### config.mk
export PLATFORM = sky130hd
export DESIGN_NAME = sprite_motion_ctrl_flat
export DESIGN_NICKNAME = d
export VERILOG_FILES = /design/src/rtl/sprite_pkg.sv /design/src/rtl/sprite_motion_ctrl_if.sv /design/src/rtl/sprite_motion_ctrl_axis_step.sv /design/src/rtl/sprite_motion_ctrl.sv /design/src/flat_wrapper.sv
export SDC_FILE = /design/constraint.sdc
export NUM_CORES = 1
export LEC_CHECK = 0
export BUFFER_PORTS_ARGS = -buffer_cell sky130_fd_sc_hd__buf_2
export CORE_MARGIN = 3
export CORE_UTILIZATION = 54
export CTS_CLUSTER_DIAMETER = 50
export DETAILED_ROUTE_END_ITERATION = 8
export PLACE_DENSITY_LB_ADDON = 0.08
export RECOVER_POWER = 100
export SLEW_MARGIN = 20
export SYNTH_ARGS = -nofsm -noshare
export SYNTH_HDL_FRONTEND = slang
export SYNTH_SLANG_ARGS = --single-unit
### constraint.sdc
create_clock -name clk -period 2.6 [get_ports clk]
set_input_delay 0.13 -clock clk [delete_from_list [all_inputs] [get_ports clk]]
set_output_delay 0.13 -clock clk [all_outputs]
set_load 0.02 [all_outputs]
### src/rtl/sprite_pkg.sv
// Shared types and field positions for the sprite motion controller.
package sprite_pkg;

    typedef logic signed [10:0] coord_t;

    typedef enum logic [1:0] {
        OP_SET_VEL = 2'd0,
        OP_SET_POS = 2'd1,
        OP_PAUSE   = 2'd2,
        OP_RESUME  = 2'd3
    } cmd_op_t;

    typedef enum logic [1:0] {
        IDLE   = 2'd0,
        FETCH  = 2'd1,
        CALC   = 2'd2,
        UPDATE = 2'd3
    } state_t;

    localparam int unsigned COORD_W = 11;

    // pixel_pos = {right, left, bottom, top}
    localparam int unsigned POS_TOP_LSB    = 0;
    localparam int unsigned POS_BOTTOM_LSB = 11;
    localparam int unsigned POS_LEFT_LSB   = 22;
    localparam int unsigned POS_RIGHT_LSB  = 33;

    // cmd_data = {row_val, col_val}
    localparam int unsigned CMD_COL_LSB = 0;
    localparam int unsigned CMD_ROW_LSB = 11;

    function automatic coord_t clamp_coord(coord_t v, coord_t lo, coord_t hi);
        if (v < lo) return lo;
        if (v > hi) return hi;
        return v;
    endfunction

endpackage

### src/rtl/sprite_motion_ctrl_if.sv
// Command port of the sprite motion controller: valid/ready with opcode and packed data.
interface sprite_motion_ctrl_if;
    import sprite_pkg::*;

    logic        cmd_valid;
    logic        cmd_ready;
    cmd_op_t     cmd_op;
    logic [21:0] cmd_data;

    modport master (output cmd_valid, output cmd_op, output cmd_data, input cmd_ready);
    modport slave  (input cmd_valid, input cmd_op, input cmd_data, output cmd_ready);

endinterface

### src/rtl/sprite_motion_ctrl_axis_step.sv
// One-axis motion step: advance by velocity, or pin to the edge and reflect velocity.
module axis_step
    import sprite_pkg::*;
(
    input  coord_t lo,
    input  coord_t hi,
    input  coord_t vel,
    input  coord_t offset,
    input  coord_t limit,
    input  coord_t base,
    output coord_t next_offset,
    output coord_t next_vel,
    output logic   bounce
);

    logic signed [11:0] cand_lo;
    logic signed [11:0] cand_hi;
    logic signed [11:0] limit_ext;

    always_comb begin
        cand_lo   = {lo[10], lo} + {vel[10], vel};
        cand_hi   = {hi[10], hi} + {vel[10], vel};
        limit_ext = {limit[10], limit};
        next_offset = offset + vel;
        next_vel    = vel;
        bounce      = 1'b0;
        if (vel != '0) begin
            if (cand_lo < 12'sd0) begin
                next_offset = -base;
                next_vel    = -vel;
                bounce      = 1'b1;
            end else if (cand_hi >= limit_ext) begin
                next_offset = limit - coord_t'(2) - base;
                next_vel    = -vel;
                bounce      = 1'b1;
            end
        end
    end

endmodule

### src/rtl/sprite_motion_ctrl.sv
// Per-frame sprite position sequencer: moves and bounces the sprite once per frame tick.
module sprite_motion_ctrl
    import sprite_pkg::*;
#(
    parameter int V_VISIBLE   = 480,
    parameter int H_VISIBLE   = 640,
    parameter int SPRITE_ROW0 = 100,
    parameter int SPRITE_COL0 = 100,
    parameter int MAX_SPEED   = 7
) (
    input  logic                 clk,
    input  logic                 n_reset,
    input  logic                 frame_tick,
    sprite_motion_ctrl_if.slave  cmd,
    input  logic [43:0]          pixel_pos,
    output coord_t               row_offset,
    output coord_t               column_offset,
    output logic                 bounce_v,
    output logic                 bounce_h,
    output logic                 overrun
);

    localparam coord_t ROW_MIN  = coord_t'(-SPRITE_ROW0);
    localparam coord_t ROW_MAX  = coord_t'(V_VISIBLE - 2 - SPRITE_ROW0);
    localparam coord_t COL_MIN  = coord_t'(-SPRITE_COL0);
    localparam coord_t COL_MAX  = coord_t'(H_VISIBLE - 2 - SPRITE_COL0);
    localparam coord_t VEL_MIN  = coord_t'(-MAX_SPEED);
    localparam coord_t VEL_MAX  = coord_t'(MAX_SPEED);
    localparam coord_t V_LIM    = coord_t'(V_VISIBLE);
    localparam coord_t H_LIM    = coord_t'(H_VISIBLE);
    localparam coord_t ROW_BASE = coord_t'(SPRITE_ROW0);
    localparam coord_t COL_BASE = coord_t'(SPRITE_COL0);

    state_t state;
    logic   running;
    logic   paused;
    coord_t vel_r, vel_c;
    coord_t top_q, bottom_q, left_q, right_q;
    coord_t nxt_row, nxt_col, nxt_vr, nxt_vc;
    logic   nxt_bv, nxt_bh;
    coord_t calc_row, calc_col, calc_vr, calc_vc;
    logic   calc_bv, calc_bh;
    logic   cmd_fire;
    coord_t cmd_row, cmd_col;

    // running keeps ready low on the edges where reset is still held
    assign cmd.cmd_ready = running && (state == IDLE) && !frame_tick;
    assign cmd_fire      = cmd.cmd_valid && cmd.cmd_ready;
    assign cmd_row       = cmd.cmd_data[CMD_ROW_LSB +: COORD_W];
    assign cmd_col       = cmd.cmd_data[CMD_COL_LSB +: COORD_W];

    axis_step u_row_step (
        .lo          (top_q),
        .hi          (bottom_q),
        .vel         (vel_r),
        .offset      (row_offset),
        .limit       (V_LIM),
        .base        (ROW_BASE),
        .next_offset (nxt_row),
        .next_vel    (nxt_vr),
        .bounce      (nxt_bv)
    );

    axis_step u_col_step (
        .lo          (left_q),
        .hi          (right_q),
        .vel         (vel_c),
        .offset      (column_offset),
        .limit       (H_LIM),
        .base        (COL_BASE),
        .next_offset (nxt_col),
        .next_vel    (nxt_vc),
        .bounce      (nxt_bh)
    );

    always_ff @(posedge clk) begin
        if (!n_reset) begin
            state         <= IDLE;
            running       <= 1'b0;
            paused        <= 1'b0;
            row_offset    <= '0;
            column_offset <= '0;
            vel_r         <= '0;
            vel_c         <= '0;
            top_q         <= '0;
            bottom_q      <= '0;
            left_q        <= '0;
            right_q       <= '0;
            calc_row      <= '0;
            calc_col      <= '0;
            calc_vr       <= '0;
            calc_vc       <= '0;
            calc_bv       <= 1'b0;
            calc_bh       <= 1'b0;
            bounce_v      <= 1'b0;
            bounce_h      <= 1'b0;
            overrun       <= 1'b0;
        end else begin
            running  <= 1'b1;
            bounce_v <= 1'b0;
            bounce_h <= 1'b0;
            if (frame_tick && state != IDLE) overrun <= 1'b1;
            case (state)
                IDLE: begin
                    if (frame_tick) state <= FETCH;
                    if (cmd_fire) begin
                        case (cmd.cmd_op)
                            OP_SET_VEL: begin
                                vel_r <= clamp_coord(cmd_row, VEL_MIN, VEL_MAX);
                                vel_c <= clamp_coord(cmd_col, VEL_MIN, VEL_MAX);
                            end
                            OP_SET_POS: begin
                                row_offset    <= clamp_coord(cmd_row, ROW_MIN, ROW_MAX);
                                column_offset <= clamp_coord(cmd_col, COL_MIN, COL_MAX);
                            end
                            OP_PAUSE:  paused <= 1'b1;
                            OP_RESUME: paused <= 1'b0;
                            default:   paused <= paused;
                        endcase
                    end
                end
                FETCH: begin
                    top_q    <= pixel_pos[POS_TOP_LSB    +: COORD_W];
                    bottom_q <= pixel_pos[POS_BOTTOM_LSB +: COORD_W];
                    left_q   <= pixel_pos[POS_LEFT_LSB   +: COORD_W];
                    right_q  <= pixel_pos[POS_RIGHT_LSB  +: COORD_W];
                    state    <= CALC;
                end
                CALC: begin
                    calc_row <= nxt_row;
                    calc_col <= nxt_col;
                    calc_vr  <= nxt_vr;
                    calc_vc  <= nxt_vc;
                    calc_bv  <= nxt_bv;
                    calc_bh  <= nxt_bh;
                    state    <= UPDATE;
                end
                UPDATE: begin
                    if (!paused) begin
                        row_offset    <= calc_row;
                        column_offset <= calc_col;
                        vel_r         <= calc_vr;
                        vel_c         <= calc_vc;
                        bounce_v      <= calc_bv;
                        bounce_h      <= calc_bh;
                    end
                    state <= IDLE;
                end
                default: state <= IDLE;
            endcase
        end
    end

endmodule

### src/flat_wrapper.sv
// flat-port wrapper written by rule: the top's interface ports become plain ports
module sprite_motion_ctrl_flat import sprite_pkg::*;
#(
    parameter int V_VISIBLE   = 480,
    parameter int H_VISIBLE   = 640,
    parameter int SPRITE_ROW0 = 100,
    parameter int SPRITE_COL0 = 100,
    parameter int MAX_SPEED   = 7
)
  (clk, n_reset, frame_tick, pixel_pos, row_offset, column_offset, bounce_v, bounce_h, overrun, cmd_cmd_valid, cmd_cmd_op, cmd_cmd_data, cmd_cmd_ready);
  sprite_motion_ctrl_if cmd_i ();
  input  logic clk;
  input  logic n_reset;
  input  logic frame_tick;
  input  logic [43:0] pixel_pos;
  output coord_t row_offset;
  output coord_t column_offset;
  output logic bounce_v;
  output logic bounce_h;
  output logic overrun;
  input wire logic [$bits(cmd_i.cmd_valid)-1:0] cmd_cmd_valid;
  input wire logic [$bits(cmd_i.cmd_op)-1:0] cmd_cmd_op;
  input wire logic [$bits(cmd_i.cmd_data)-1:0] cmd_cmd_data;
  output wire logic [$bits(cmd_i.cmd_ready)-1:0] cmd_cmd_ready;
  assign cmd_i.cmd_valid = cmd_cmd_valid;
  assign cmd_i.cmd_op = cmd_cmd_op;
  assign cmd_i.cmd_data = cmd_cmd_data;
  assign cmd_cmd_ready = cmd_i.cmd_ready;
  sprite_motion_ctrl #(.V_VISIBLE(V_VISIBLE), .H_VISIBLE(H_VISIBLE), .SPRITE_ROW0(SPRITE_ROW0), .SPRITE_COL0(SPRITE_COL0), .MAX_SPEED(MAX_SPEED)) u_core (.clk(clk), .n_reset(n_reset), .frame_tick(frame_tick), .cmd(cmd_i), .pixel_pos(pixel_pos), .row_offset(row_offset), .column_offset(column_offset), .bounce_v(bounce_v), .bounce_h(bounce_h), .overrun(overrun));
endmodule
==> impl_metrics.prom, run 1 <==
# TYPE chip_impl_metric gauge
chip_impl_info{name="run_status",value="finished, violations left"} 1
chip_impl_info{name="violations",value="capacitance limit, slew limit, setup timing"} 1
chip_impl_metric{name="portBuffers",unit=""} 97
chip_impl_metric{name="cts_num_sinks",unit=""} 141
chip_impl_metric{name="synthesis.nets",unit=""} 1116
chip_impl_info{name="crit_slowest_cell",value="sky130_fd_sc_hd__dfxtp_2"} 1
chip_impl_metric{name="grt_pass1_wl",unit="mm"} 37.7
chip_impl_metric{name="grt_antenna_before_repair",unit=""} 0
chip_impl_info{name="path_class_of_the_lowest_slack_min_delay_path",value="input port to flip-flop"} 1
chip_impl_metric{name="finalWorstSetupSlack",unit="ps"} -97.3
chip_impl_metric{name="ir_drop",unit="mV"} 0.872
chip_impl_info{name="worst_setup_path_start_kind",value="flip-flop"} 1
chip_impl_metric{name="fin_util",unit="%"} 72.3
chip_impl_metric{name="dp.cells",unit=""} 1296
chip_impl_metric{name="clock.fmax",unit="MHz"} 371
chip_impl_info{name="cts_tree",value="yes"} 1
chip_impl_metric{name="grt_remaining_overflow",unit=""} 0
chip_impl_metric{name="worst_skew",unit="ps"} 10.7
chip_impl_metric{name="timing.final.setup_violations",unit=""} 29
chip_impl_info{name="synth_ff_type",value="sky130_fd_sc_hd__dfxtp_1"} 1
chip_impl_metric{name="fin_crit_sh",unit="%"} 104
chip_impl_info{name="endpoint_kind",value="flip-flop"} 1
chip_impl_metric{name="drt_pass1_iterations",unit=""} 5
chip_impl_metric{name="grt_util_all_layers",unit="%"} 27.8
chip_impl_info{name="crit_path_cell_trace",value="ha_4 > fa_2 > a211oi_2 > o211ai_1 > and4_1 > o31ai_4 > o211ai_4 > o21ai_4 > mux2i_1 > a21oi_1"} 1
chip_impl_metric{name="max_cap_check_violation_count",unit=""} 1
chip_impl_metric{name="ys_seq_area_share",unit="%"} 33.5
chip_impl_metric{name="relSlewSlack",unit="%"} -23.8
chip_impl_metric{name="placement.cell_area",unit="um2"} 9530
chip_impl_info{name="clock-root-buffer",value="sky130_fd_sc_hd__clkbuf_16"} 1
chip_impl_metric{name="final_area",unit="um2"} 11000
chip_impl_metric{name="path_max_fanout",unit=""} 5
chip_impl_metric{name="drt_wl_total",unit="mm"} 23.8
chip_impl_metric{name="post_drt_wl_per_cell",unit="um"} 17.1
chip_impl_metric{name="total_leakage_power",unit="nW"} 4.80
chip_impl_metric{name="clock_tree.htree_level_count",unit=""} 4
chip_impl_metric{name="synth_cells",unit=""} 972
chip_impl_metric{name="fin_worst_hold_slack",unit="ps"} 33.8
chip_impl_metric{name="grt_max_degree",unit=""} 74
chip_impl_metric{name="routed_vias",unit=""} 8052
chip_impl_metric{name="worstPathArrival",unit="ps"} 2980
chip_impl_metric{name="cp_num_buf_inv",unit=""} 0
chip_impl_metric{name="via_per_inst",unit=""} 5.79
chip_impl_metric{name="power_density",unit="nW/um2"} 1400
chip_impl_metric{name="layout.cells.non_filler",unit=""} 1391
chip_impl_metric{name="final_nets",unit=""} 1311
chip_impl_metric{name="tritoncts.num_buffers",unit=""} 17
chip_impl_metric{name="number_of_synthesized_flops_with_an_enable_pin",unit=""} 0
chip_impl_metric{name="die_width",unit="um"} 131
chip_impl_metric{name="drive_gt1_share",unit="%"} 20.7
chip_impl_metric{name="drt_iter0_drc",unit=""} 593
chip_impl_metric{name="setup_tns",unit="ps"} -1320
chip_impl_metric{name="core_area",unit="um2"} 15300
chip_impl_metric{name="cp_slowest_stage_delay",unit="ps"} 340
chip_impl_metric{name="die_h",unit="um"} 131
chip_impl_metric{name="final.min_clock_period",unit="ps"} 2700
chip_impl_info{name="crit_family",value="compound AO/OA/AOI/OAI gates"} 1
chip_impl_info{name="most_common_cell_after_layout_fill_and_taps_aside",value="sky130_fd_sc_hd__dfxtp_1"} 1
chip_impl_metric{name="final_max_slew_viol_count",unit=""} 52
chip_impl_metric{name="io_pins",unit=""} 98
chip_impl_metric{name="diodes",unit=""} 0
chip_impl_metric{name="post_synth_num_cell_types",unit=""} 67
chip_impl_metric{name="num_rows",unit=""} 45
chip_impl_metric{name="ys_seq_elements",unit=""} 141
chip_impl_metric{name="remaining_drc_errors",unit=""} 0
chip_impl_metric{name="critical_path_required",unit="ps"} 2880
chip_impl_metric{name="flow.area_growth_from_synthesis",unit="%"} 30.9
chip_impl_info{name="timing.setup.critical_path_class",value="flip-flop to flip-flop"} 1
chip_impl_metric{name="syn_avg_cell_area",unit="um2"} 8.67
chip_impl_metric{name="syn-cell-area",unit="um2"} 8420
chip_impl_metric{name="hpwl",unit="mm"} 16.1
chip_impl_metric{name="final_weighted_congestion_in_routability_driven_placement",unit=""} 0.869
chip_impl_metric{name="clock_buffer_depth",unit=""} 2
chip_impl_metric{name="timing_hold_violations_final",unit=""} 0
chip_impl_metric{name="floorplan.initialDensity",unit="%"} 55.2
chip_impl_info{name="final_cell_mix",value="sky130_fd_sc_hd__dfxtp_1 (136), sky130_fd_sc_hd__nand2_1 (87), sky130_fd_sc_hd__buf_2 (70), sky130_fd_sc_hd__a21oi_1 (65)"} 1
chip_impl_metric{name="first_global_vias",unit=""} 7635
chip_impl_info{name="grt_setup_unrepaired",value="yes"} 1
chip_impl_metric{name="synth_warnings",unit=""} 0
chip_impl_metric{name="worst_pin_slew",unit="ps"} 1860
chip_impl_metric{name="route.antenna.remaining_nets",unit=""} 0
chip_impl_metric{name="synth-async-reset-ratio",unit="%"} 0
chip_impl_metric{name="dieArea",unit="um2"} 17100
chip_impl_metric{name="worst_setup_hold_path_clk_slew",unit="ps"} 60
chip_impl_metric{name="clock_insertion_delay_worst_skew",unit="ps"} 440
-- logic make-up (layout without fill, tap and decap cells) --
logic type / Yosys count / in the layout / share of synthesized area [%]
adder cells (fa/ha/maj): 72 / 72 / 11.1
multiplexers: 55 / 55 / 6.54
AND/OR/NAND/NOR: 307 / 307 / 19.0
AO/OA/AOI/OAI: 298 / 299 / 23.7
XOR/XNOR: 28 / 28 / 2.91
buffers and inverters: 71 / 278 / 3.25
flip-flops: 141 / 141 / 33.5
-- flip-flops by register name, summed over array words and instances (netlist names), 2 cells and up --
register / cells
u_core.bottom_q: 11
u_core.calc_col: 11
u_core.calc_row: 11
u_core.calc_vc: 11
u_core.calc_vr: 11
u_core.column_offset: 11
u_core.left_q: 11
u_core.right_q: 11
u_core.row_offset: 11
u_core.top_q: 11
u_core.vel_c: 11
u_core.vel_r: 11
u_core.state: 2
-- timing repair --
| action | 4_1_cts | 5_1_grt |
|---|---|---|
| pin swaps | 18 | 30 |
| setup buffers | 3 | 13 |
| hold buffers | 46 | 0 |
| hold endpoints to repair | 46 | 0 |
| cloned | 1 | 0 |
| setup endpoints to repair | 43 | 45 |
| gates resized for setup | 20 | 67 |
-- final cells by class --
class                   instances  area (um2)
inverters                      22        87.6
clock inverters                11         235
multi-input cells             761        5580
fillers                      1192        4230
well taps                     211         264
repair buffers                224        1560
flip-flops and latches        141        2830
clock buffers                  21         470
-- routing by layer --
metal | vias up | global-route usage [%] | part of all wire [%]
li1 | 3987 | - | -
met1 | 3806 | 34.6 | 43
met2 | 207 | 48.1 | 50
met3 | 52 | 5.61 | 4.3
met4 | 0 | 9.20 | 2.4
met5 | - | 0 | 0
-- where the power goes --
part / switching (W) / internal [W] / leakage [nW] / total, W
clock network: 0.000954 / 0.00197 / 0.339 / 0.00292
logic: 0.00498 / 0.00397 / 3.31 / 0.00895
registers: 0.000615 / 0.00295 / 1.15 / 0.00357
total: 0.00655 / 0.00888 / 4.80 / 0.0154
-- path summary, 6_finish.rpt --
| kind | start | to | slack, ps | cells after the start |
|---|---|---|---|---|
| min reg2reg | u_core.calc_vc[9] | u_core.calc_vc[9] | 450 | 2 |
| min | n_reset | u_core.vel_r[6] | 30 | 2 |
| max | u_core.vel_c[0] | u_core.calc_vc[1] | -100 | 10 |
| max reg2reg | u_core.vel_c[0] | u_core.calc_vc[1] | -100 | 10 |
-- cells in the mapped netlist (3+ instances only) --
library cell                 n  area [um2]
sky130_fd_sc_hd__nand4_1    10        62.6
sky130_fd_sc_hd__nand3_1    21         105
sky130_fd_sc_hd__a211oi_1    9        67.6
sky130_fd_sc_hd__o21ai_0    78         390
sky130_fd_sc_hd__and3_1      8        50.1
sky130_fd_sc_hd__xnor2_1    17         149
sky130_fd_sc_hd__nor2_1     42         158
sky130_fd_sc_hd__or4_1       8        60.1
sky130_fd_sc_hd__nor4b_1     3        26.3
sky130_fd_sc_hd__o221ai_1    6        52.6
sky130_fd_sc_hd__a31oi_1    10        62.6
sky130_fd_sc_hd__nor2b_1    63         394
sky130_fd_sc_hd__a21o_1      5        37.5
sky130_fd_sc_hd__nor3b_1     6        45.0
sky130_fd_sc_hd__a21boi_0   13        97.6
sky130_fd_sc_hd__nand2b_1    5        31.3
sky130_fd_sc_hd__nand2_1    91         342
sky130_fd_sc_hd__a21oi_1    75         375
sky130_fd_sc_hd__dfxtp_1   141        2820
sky130_fd_sc_hd__and2_1      5        31.3
sky130_fd_sc_hd__a22o_1      3        26.3
sky130_fd_sc_hd__xor2_1     11        96.3
sky130_fd_sc_hd__ha_1       68         851
sky130_fd_sc_hd__a32oi_1     5        43.8
sky130_fd_sc_hd__mux2i_1    55         551
sky130_fd_sc_hd__o211a_1    23         230
sky130_fd_sc_hd__a211o_1     3        26.3
sky130_fd_sc_hd__o211ai_1   21         158
sky130_fd_sc_hd__a221oi_1    7        61.3
sky130_fd_sc_hd__or3_1       9        56.3
sky130_fd_sc_hd__fa_1        4        80.1
sky130_fd_sc_hd__clkbuf_1   42         158
sky130_fd_sc_hd__o21a_1     10        75.1
sky130_fd_sc_hd__nor4_1      5        31.3
sky130_fd_sc_hd__o21bai_1    3        22.5
sky130_fd_sc_hd__nor3_1     18        90.1
sky130_fd_sc_hd__inv_1      22        82.6
sky130_fd_sc_hd__o31ai_1     4        30.0
sky130_fd_sc_hd__buf_1       5        18.8
-- through the flow --
| stage | total power [W] | setup WS, ps |
|---|---|---|
| 4_1_cts | 0.0147 | -64.4 |
| 5_1_grt | 0.0165 | -232 |
| 3_5_place_dp | 0.0113 | -208 |
| 6_report | 0.0154 | -97.3 |
| 2_1_floorplan | 0.00872 | 2.21 |
| 3_3_place_gp | 0.0112 | -112 |
No activity file was read; power rests on OpenSTA's default activity.
==> run 2: changes to the inputs <==
==> constraint.sdc (replaced) <==
create_clock -name clk -period 2.6 [get_ports clk]
set_input_delay 0.26 -clock clk [delete_from_list [all_inputs] [get_ports clk]]
set_output_delay 0.26 -clock clk [all_outputs]
set_load 0.02 [all_outputs]
==> impl_metrics.prom, run 2 (same netlist as run 1, synthesis figures left out) <==
# TYPE chip_impl_metric gauge
chip_impl_info{name="run_status",value="finished, violations left"} 1
chip_impl_info{name="violations",value="capacitance limit, slew limit, setup timing"} 1
chip_impl_metric{name="dieArea",unit="um2"} 17100
chip_impl_metric{name="path_max_fanout",unit=""} 5
chip_impl_metric{name="worst_pin_slew",unit="ps"} 2250
chip_impl_metric{name="grt_max_degree",unit=""} 133
chip_impl_metric{name="pwr-share-clk",unit="%"} 16.6
chip_impl_metric{name="sw_ratio",unit="%"} 43.9
chip_impl_info{name="r2r_end",value="u_core.calc_vc[1]"} 1
chip_impl_info{name="most_common_cell_after_layout_fill_and_taps_aside",value="sky130_fd_sc_hd__dfxtp_1"} 1
chip_impl_metric{name="final_nets",unit=""} 1256
chip_impl_metric{name="max_cap_check_violation_count",unit=""} 1
chip_impl_metric{name="routed_vias",unit=""} 7735
chip_impl_info{name="timing.hold.worst.start",value="pixel_pos[3]"} 1
chip_impl_metric{name="portBuffers",unit=""} 97
chip_impl_metric{name="final_weighted_congestion_in_routability_driven_placement",unit=""} 0.882
chip_impl_metric{name="clock_tree.htree_level_count",unit=""} 4
chip_impl_metric{name="cts_num_sinks",unit=""} 141
chip_impl_metric{name="total_power",unit="W"} 0.0145
chip_impl_metric{name="final.min_clock_period",unit="ps"} 2650
chip_impl_metric{name="globalRouteMet2Util",unit="%"} 43.3
chip_impl_metric{name="io_pins",unit=""} 98
chip_impl_metric{name="power_density",unit="nW/um2"} 1400
chip_impl_metric{name="power.switching",unit="W"} 0.00636
chip_impl_metric{name="num_rows",unit=""} 45
chip_impl_metric{name="worst_setup_hold_path_clk_slew",unit="ps"} 60
chip_impl_metric{name="worstPathArrival",unit="ps"} 2940
chip_impl_metric{name="worst_skew",unit="ps"} 7.23
chip_impl_metric{name="drive_gt1_share",unit="%"} 20.7
chip_impl_metric{name="fin_worst_hold_slack",unit="ps"} 87.4
chip_impl_metric{name="die_h",unit="um"} 131
chip_impl_metric{name="diodes",unit=""} 0
chip_impl_metric{name="p_seq_share",unit="%"} 24.4
chip_impl_metric{name="timing.final.setup_violations",unit=""} 5
chip_impl_metric{name="grt_util_all_layers",unit="%"} 25.9
chip_impl_metric{name="drt_wl_total",unit="mm"} 22.5
chip_impl_info{name="regToRegStartpoint",value="u_core.vel_c[0]"} 1
chip_impl_metric{name="grtUsageMet1",unit="%"} 33.7
chip_impl_metric{name="clock_buffer_depth",unit=""} 2
chip_impl_metric{name="dp.cells",unit=""} 1293
chip_impl_info{name="clock-root-buffer",value="sky130_fd_sc_hd__clkbuf_16"} 1
chip_impl_metric{name="rr_worst_depth",unit=""} 10
chip_impl_metric{name="grt_remaining_overflow",unit=""} 0
chip_impl_metric{name="clock.fmax",unit="MHz"} 377
chip_impl_metric{name="ir_drop",unit="mV"} 0.728
chip_impl_metric{name="via_per_inst",unit=""} 5.79
chip_impl_metric{name="tritoncts.num_buffers",unit=""} 17
chip_impl_info{name="path_class_of_the_lowest_slack_min_delay_path",value="input port to flip-flop"} 1
chip_impl_info{name="timing.setup.critical_path_class",value="flip-flop to flip-flop"} 1
chip_impl_metric{name="fin_util",unit="%"} 67.9
chip_impl_metric{name="layout.filler_cells",unit=""} 1281
chip_impl_metric{name="critical_path_required",unit="ps"} 2890
chip_impl_metric{name="timing_hold_violations_final",unit=""} 0
chip_impl_metric{name="total_leakage_power",unit="nW"} 4.54
chip_impl_metric{name="route.antenna.remaining_nets",unit=""} 0
chip_impl_metric{name="hold_critical_path_depth",unit=""} 3
chip_impl_metric{name="flow.area_growth_from_synthesis",unit="%"} 22.9
chip_impl_metric{name="layout.cells.non_filler",unit=""} 1336
chip_impl_metric{name="drt_iter0_drc",unit=""} 503
chip_impl_metric{name="die_width",unit="um"} 131
chip_impl_metric{name="first_global_vias",unit=""} 6987
chip_impl_metric{name="relSlewSlack",unit="%"} -49.7
chip_impl_info{name="final_cell_mix",value="sky130_fd_sc_hd__dfxtp_1 (136), sky130_fd_sc_hd__nand2_1 (87), sky130_fd_sc_hd__buf_2 (71), sky130_fd_sc_hd__o21ai_0 (68), sky130_fd_sc_hd__a21oi_1 (67)"} 1
chip_impl_metric{name="grt_pass1_wl",unit="mm"} 35.1
chip_impl_metric{name="remaining_drc_errors",unit=""} 0
chip_impl_info{name="timing.hold.worst_endpoint",value="u_core.top_q[3]"} 1
chip_impl_metric{name="finalWorstSetupSlack",unit="ps"} -49.3
chip_impl_metric{name="drt_pass1_iterations",unit=""} 5
chip_impl_metric{name="grt_antenna_before_repair",unit=""} 0
chip_impl_metric{name="hpwl",unit="mm"} 15.8
chip_impl_info{name="grt.busiest_layer",value="met2"} 1
chip_impl_metric{name="final_max_slew_viol_count",unit=""} 133
chip_impl_metric{name="combPwrFrac",unit="%"} 59.1
chip_impl_metric{name="int_power",unit="W"} 0.00815
chip_impl_metric{name="preCtsSetupSlack",unit="ps"} -222
chip_impl_metric{name="post_drt_wl_per_cell",unit="um"} 16.8
chip_impl_metric{name="cts_hold_buf",unit=""} 0
chip_impl_info{name="cts_tree",value="yes"} 1
chip_impl_info{name="endpoint_kind",value="flip-flop"} 1
chip_impl_info{name="grt_setup_unrepaired",value="yes"} 1
chip_impl_metric{name="clock_insertion_delay_worst_skew",unit="ps"} 430
chip_impl_metric{name="globalRouteMet3Util",unit="%"} 4.43
chip_impl_metric{name="r2r_slack",unit="ps"} -50
chip_impl_metric{name="floorplan.initialDensity",unit="%"} 55.2
chip_impl_metric{name="fin_crit_sh",unit="%"} 102
chip_impl_info{name="worst_setup_path_startpoint",value="u_core.vel_c[0]"} 1
chip_impl_metric{name="core_area",unit="um2"} 15300
chip_impl_info{name="worst_setup_path_start_kind",value="flip-flop"} 1
-- run 2: changes by cell type in the layout (fill, tap and decap cells not counted), moves of 3 or more --
cell,delta
sky130_fd_sc_hd__dlygate4sd3_1,-46
sky130_fd_sc_hd__buf_4,-5
sky130_fd_sc_hd__bufinv_16,-5
sky130_fd_sc_hd__clkbuf_1,-4
sky130_fd_sc_hd__clkinv_2,+4
sky130_fd_sc_hd__o21ai_0,+4
sky130_fd_sc_hd__buf_6,-3
sky130_fd_sc_hd__nand3_1,+3
sky130_fd_sc_hd__nand3_2,-3
sky130_fd_sc_hd__o21ai_1,-3
-- run 2: power groups by stage --
stage          Sequential (W)  Clock, W  Combinational (W)
2_1_floorplan         0.00377         0            0.00495
3_3_place_gp          0.00354         0            0.00766
3_5_place_dp          0.00355         0            0.00776
4_1_cts               0.00352   0.00244            0.00804
5_1_grt               0.00363   0.00252            0.00940
6_report              0.00353   0.00240            0.00857
-- run 2: worst max-delay path by stage --
stage	endpoint
final	u_core.calc_vc[1]
after global routing	u_core.calc_vc[5]
after CTS	u_core.calc_col[5]
after detailed placement	u_core.calc_vr[7]
after global placement	u_core.calc_vr[7]
after floorplan	u_core.calc_vr[7]
-- run 2: stage by stage --
| stage | instance area (um2) | setup TNS [ps] |
|---|---|---|
| 2_1_floorplan | 8440 | 0 |
| 3_3_place_gp | 9520 | -1520 |
| 3_5_place_dp | 9520 | -3850 |
| 4_1_cts | 10200 | -612 |
| 5_1_grt | 10400 | -3530 |
| 6_report | 10400 | -207 |
-- run 2: timing repair --
action	4_1_cts	5_1_grt
gates resized for setup	20	52
setup endpoints to repair	42	43
gates cloned	1	0
pin swaps	18	17
setup buffers	2	8
-- run 2: area by class of cell --
| cell class | instances | area, um2 | area share, % |
|---|---|---|---|
| Timing Repair Buffer | 169 | 1040 | 10.1 |
| Sequential cell | 141 | 2830 | 27.3 |
| Multi-Input combinational cell | 761 | 5560 | 53.6 |
| Clock buffer | 20 | 457 | 4.41 |
| Tap cell | 211 | 264 | 2.55 |
| Clock inverter | 12 | 120 | 1.16 |
| Inverter | 22 | 82.6 | 0.797 |
-- run 2: critical path, cell delays in order, from the launching register on --
cell and delay [ps]:
sky130_fd_sc_hd__dfxtp_2 330, sky130_fd_sc_hd__ha_4 160, sky130_fd_sc_hd__fa_2 330, sky130_fd_sc_hd__a211oi_2 260, sky130_fd_sc_hd__o211ai_1 190, sky130_fd_sc_hd__and4_1 230
sky130_fd_sc_hd__o31ai_4 270, sky130_fd_sc_hd__o211ai_4 190, sky130_fd_sc_hd__o21ai_4 250, sky130_fd_sc_hd__mux2i_1 220, sky130_fd_sc_hd__a21oi_1 80
-- run 2: per-layer routing --
metal | share of wire, % | vias to the layer above
li1 | - | 3880
met1 | 46 | 3655
met2 | 48 | 166
met3 | 3.8 | 34
met4 | 2.2 | 0
met5 | 0 | -
==> run 3: changes to the inputs <==
Settings changed: RECOVER_POWER 100 to 50.
Clock period 2.6 ns to 2.32 ns, I/O delays scaled along.
==> impl_metrics.prom, run 3 (same netlist as run 1, synthesis figures left out) <==
# TYPE chip_impl_metric gauge
chip_impl_metric{name="fin_util",unit="%"} 70.3
chip_impl_info{name="path_class_of_the_lowest_slack_min_delay_path",value="input port to flip-flop"} 1
chip_impl_metric{name="cts_hold_buf",unit=""} 0
chip_impl_metric{name="drt_iter0_drc",unit=""} 494
chip_impl_metric{name="finalWorstSetupSlack",unit="ps"} -382
chip_impl_metric{name="route.antenna.remaining_nets",unit=""} 0
chip_impl_info{name="grt.busiest_layer",value="met2"} 1
chip_impl_metric{name="clock.fmax",unit="MHz"} 370
chip_impl_metric{name="timing_hold_violations_final",unit=""} 0
chip_impl_metric{name="dieArea",unit="um2"} 17100
chip_impl_metric{name="remaining_drc_errors",unit=""} 0
chip_impl_metric{name="first_global_vias",unit=""} 7439
chip_impl_metric{name="path_max_fanout",unit=""} 4
chip_impl_metric{name="post_drt_wl_per_cell",unit="um"} 17.0
chip_impl_metric{name="setup_tns",unit="ps"} -10020
chip_impl_info{name="worst_setup_path_start_kind",value="flip-flop"} 1
chip_impl_metric{name="hold_critical_path_depth",unit=""} 3
chip_impl_metric{name="dp.cells",unit=""} 1327
chip_impl_metric{name="io_pins",unit=""} 98
chip_impl_metric{name="routed_vias",unit=""} 7966
chip_impl_metric{name="fin_crit_sh",unit="%"} 116
chip_impl_metric{name="die_width",unit="um"} 131
chip_impl_metric{name="tritoncts.num_buffers",unit=""} 17
chip_impl_metric{name="critical_path_required",unit="ps"} 2640
chip_impl_metric{name="portBuffers",unit=""} 97
chip_impl_metric{name="worst_setup_hold_path_clk_slew",unit="ps"} 60
chip_impl_metric{name="final.min_clock_period",unit="ps"} 2700
chip_impl_metric{name="hpwl",unit="mm"} 16.5
chip_impl_metric{name="worst_skew",unit="ps"} 8.15
chip_impl_metric{name="final_nets",unit=""} 1291
chip_impl_metric{name="drt_wl_total",unit="mm"} 23.3
chip_impl_info{name="run_status",value="finished, violations left"} 1
chip_impl_metric{name="grt_remaining_overflow",unit=""} 0
chip_impl_metric{name="final_weighted_congestion_in_routability_driven_placement",unit=""} 0.906
chip_impl_metric{name="worst_pin_slew",unit="ps"} 1260
chip_impl_metric{name="rr_worst_depth",unit=""} 11
chip_impl_metric{name="layout.cells.non_filler",unit=""} 1371
chip_impl_metric{name="core_area",unit="um2"} 15300
chip_impl_metric{name="floorplan.initialDensity",unit="%"} 55.2
chip_impl_metric{name="drt_pass1_iterations",unit=""} 7
chip_impl_metric{name="final_max_slew_viol_count",unit=""} 0
chip_impl_metric{name="diodes",unit=""} 0
chip_impl_metric{name="cts_num_sinks",unit=""} 141
chip_impl_metric{name="globalRouteMet2Util",unit="%"} 47.8
chip_impl_metric{name="num_rows",unit=""} 45
chip_impl_metric{name="ir_drop",unit="mV"} 1.21
chip_impl_metric{name="power_density",unit="nW/um2"} 1610
chip_impl_metric{name="placement.cell_area",unit="um2"} 9820
chip_impl_metric{name="total_leakage_power",unit="nW"} 4.73
chip_impl_metric{name="globalRouteMet3Util",unit="%"} 5.28
chip_impl_metric{name="grtUsageMet1",unit="%"} 34.2
chip_impl_info{name="timing.setup.critical_path_class",value="flip-flop to flip-flop"} 1
chip_impl_info{name="cts_tree",value="yes"} 1
chip_impl_info{name="clock-root-buffer",value="sky130_fd_sc_hd__clkbuf_16"} 1
chip_impl_info{name="endpoint_kind",value="flip-flop"} 1
chip_impl_metric{name="via_per_inst",unit=""} 5.81
chip_impl_metric{name="flow.area_growth_from_synthesis",unit="%"} 27.4
chip_impl_metric{name="timing.final.setup_violations",unit=""} 44
chip_impl_metric{name="die_h",unit="um"} 131
chip_impl_info{name="violations",value="setup timing"} 1
chip_impl_info{name="grt_setup_unrepaired",value="yes"} 1
chip_impl_metric{name="clock_buffer_depth",unit=""} 2
chip_impl_metric{name="worstPathArrival",unit="ps"} 3020
chip_impl_metric{name="grt_antenna_before_repair",unit=""} 0
chip_impl_metric{name="final_area",unit="um2"} 10700
chip_impl_metric{name="grt_pass1_wl",unit="mm"} 37.2
chip_impl_metric{name="grt_max_degree",unit=""} 77
chip_impl_metric{name="clock_insertion_delay_worst_skew",unit="ps"} 420
chip_impl_metric{name="relSlewSlack",unit="%"} 15.9
chip_impl_metric{name="grt_util_all_layers",unit="%"} 27.5
chip_impl_metric{name="max_cap_check_violation_count",unit=""} 0
chip_impl_info{name="most_common_cell_after_layout_fill_and_taps_aside",value="sky130_fd_sc_hd__dfxtp_1"} 1
chip_impl_info{name="final_cell_mix",value="sky130_fd_sc_hd__dfxtp_1 (134), sky130_fd_sc_hd__buf_4 (93), sky130_fd_sc_hd__nand2_1 (82), sky130_fd_sc_hd__buf_2 (71), sky130_fd_sc_hd__o21ai_0 (68)"} 1
chip_impl_metric{name="drive_gt1_share",unit="%"} 25.0
chip_impl_metric{name="clock_tree.htree_level_count",unit=""} 4
-- run 3: changes by cell type in the layout (fill, tap and decap cells not counted), sizes merged --
cell,before,now
inv,22,23
or3,10,11
clkinvlp,4,3
buf,139,176
clkinv,6,4
clkbuf,50,49
-- run 3: final cells by class --
cell class              instances  area, um2
inverters                      22       82.6
multi-input cells             762       5650
well taps                     211        264
clock inverters                10        113
repair buffers                203       1310
fillers                      1279       4530
clock buffers                  22        474
flip-flops and latches        141       2840
-- run 3: metal layers --
layer | vias up | part of all wire, %
met2 | 216 | 49
met3 | 35 | 4.9
met5 | - | 0
li1 | 3961 | -
met1 | 3754 | 43
met4 | 0 | 2.5
-- run 3: repair_timing --
| item | 4_1_cts | 5_1_grt |
|---|---|---|
| pin swaps | 18 | 17 |
| cloned | 3 | 0 |
| gates resized for setup | 54 | 31 |
| buffers inserted | 8 | 2 |
| endpoints found under the setup margin | 44 | 58 |
-- run 3: worst paths after layout --
check / start / end / slack (ps)
setup / recovery: u_core.vel_c[0] / u_core.calc_vc[8] / -380
hold / removal: pixel_pos[9] / u_core.top_q[9] / 70
setup reg to reg: u_core.vel_c[0] / u_core.calc_vc[8] / -380
hold reg to reg: u_core.calc_vc[10] / u_core.calc_vc[10] / 460
-- run 3: worst max-delay path, cell delays in order (launching register included) --
cell and delay (ps):
sky130_fd_sc_hd__dfxtp_4 350, sky130_fd_sc_hd__ha_4 160, sky130_fd_sc_hd__fa_2 350, sky130_fd_sc_hd__a211oi_2 260, sky130_fd_sc_hd__o211ai_1 130, sky130_fd_sc_hd__a211o_1 310
sky130_fd_sc_hd__a211oi_4 280, sky130_fd_sc_hd__buf_4 170, sky130_fd_sc_hd__o211ai_2 120, sky130_fd_sc_hd__o21ai_1 190, sky130_fd_sc_hd__xnor2_1 80, sky130_fd_sc_hd__a22o_1 190
-- run 3: per-stage QoR --
stage / setup slack [ps] / power (W) / hold WS, ps
2_1_floorplan: -194 / 0.00991 / 260
3_3_place_gp: -335 / 0.0132 / 439
3_5_place_dp: -353 / 0.0133 / 447
4_1_cts: -338 / 0.0171 / 51.9
5_1_grt: -512 / 0.0185 / 66.9
6_report: -382 / 0.0173 / 65.9
-- run 3: report_power, final --
group          total, W  switching, W  leakage (nW)  internal [W]
Combinational    0.0106       0.00580          3.29       0.00477
Clock           0.00272       0.00106         0.282       0.00166
Sequential      0.00401      0.000690          1.15       0.00332
Total            0.0173       0.00754          4.73       0.00975
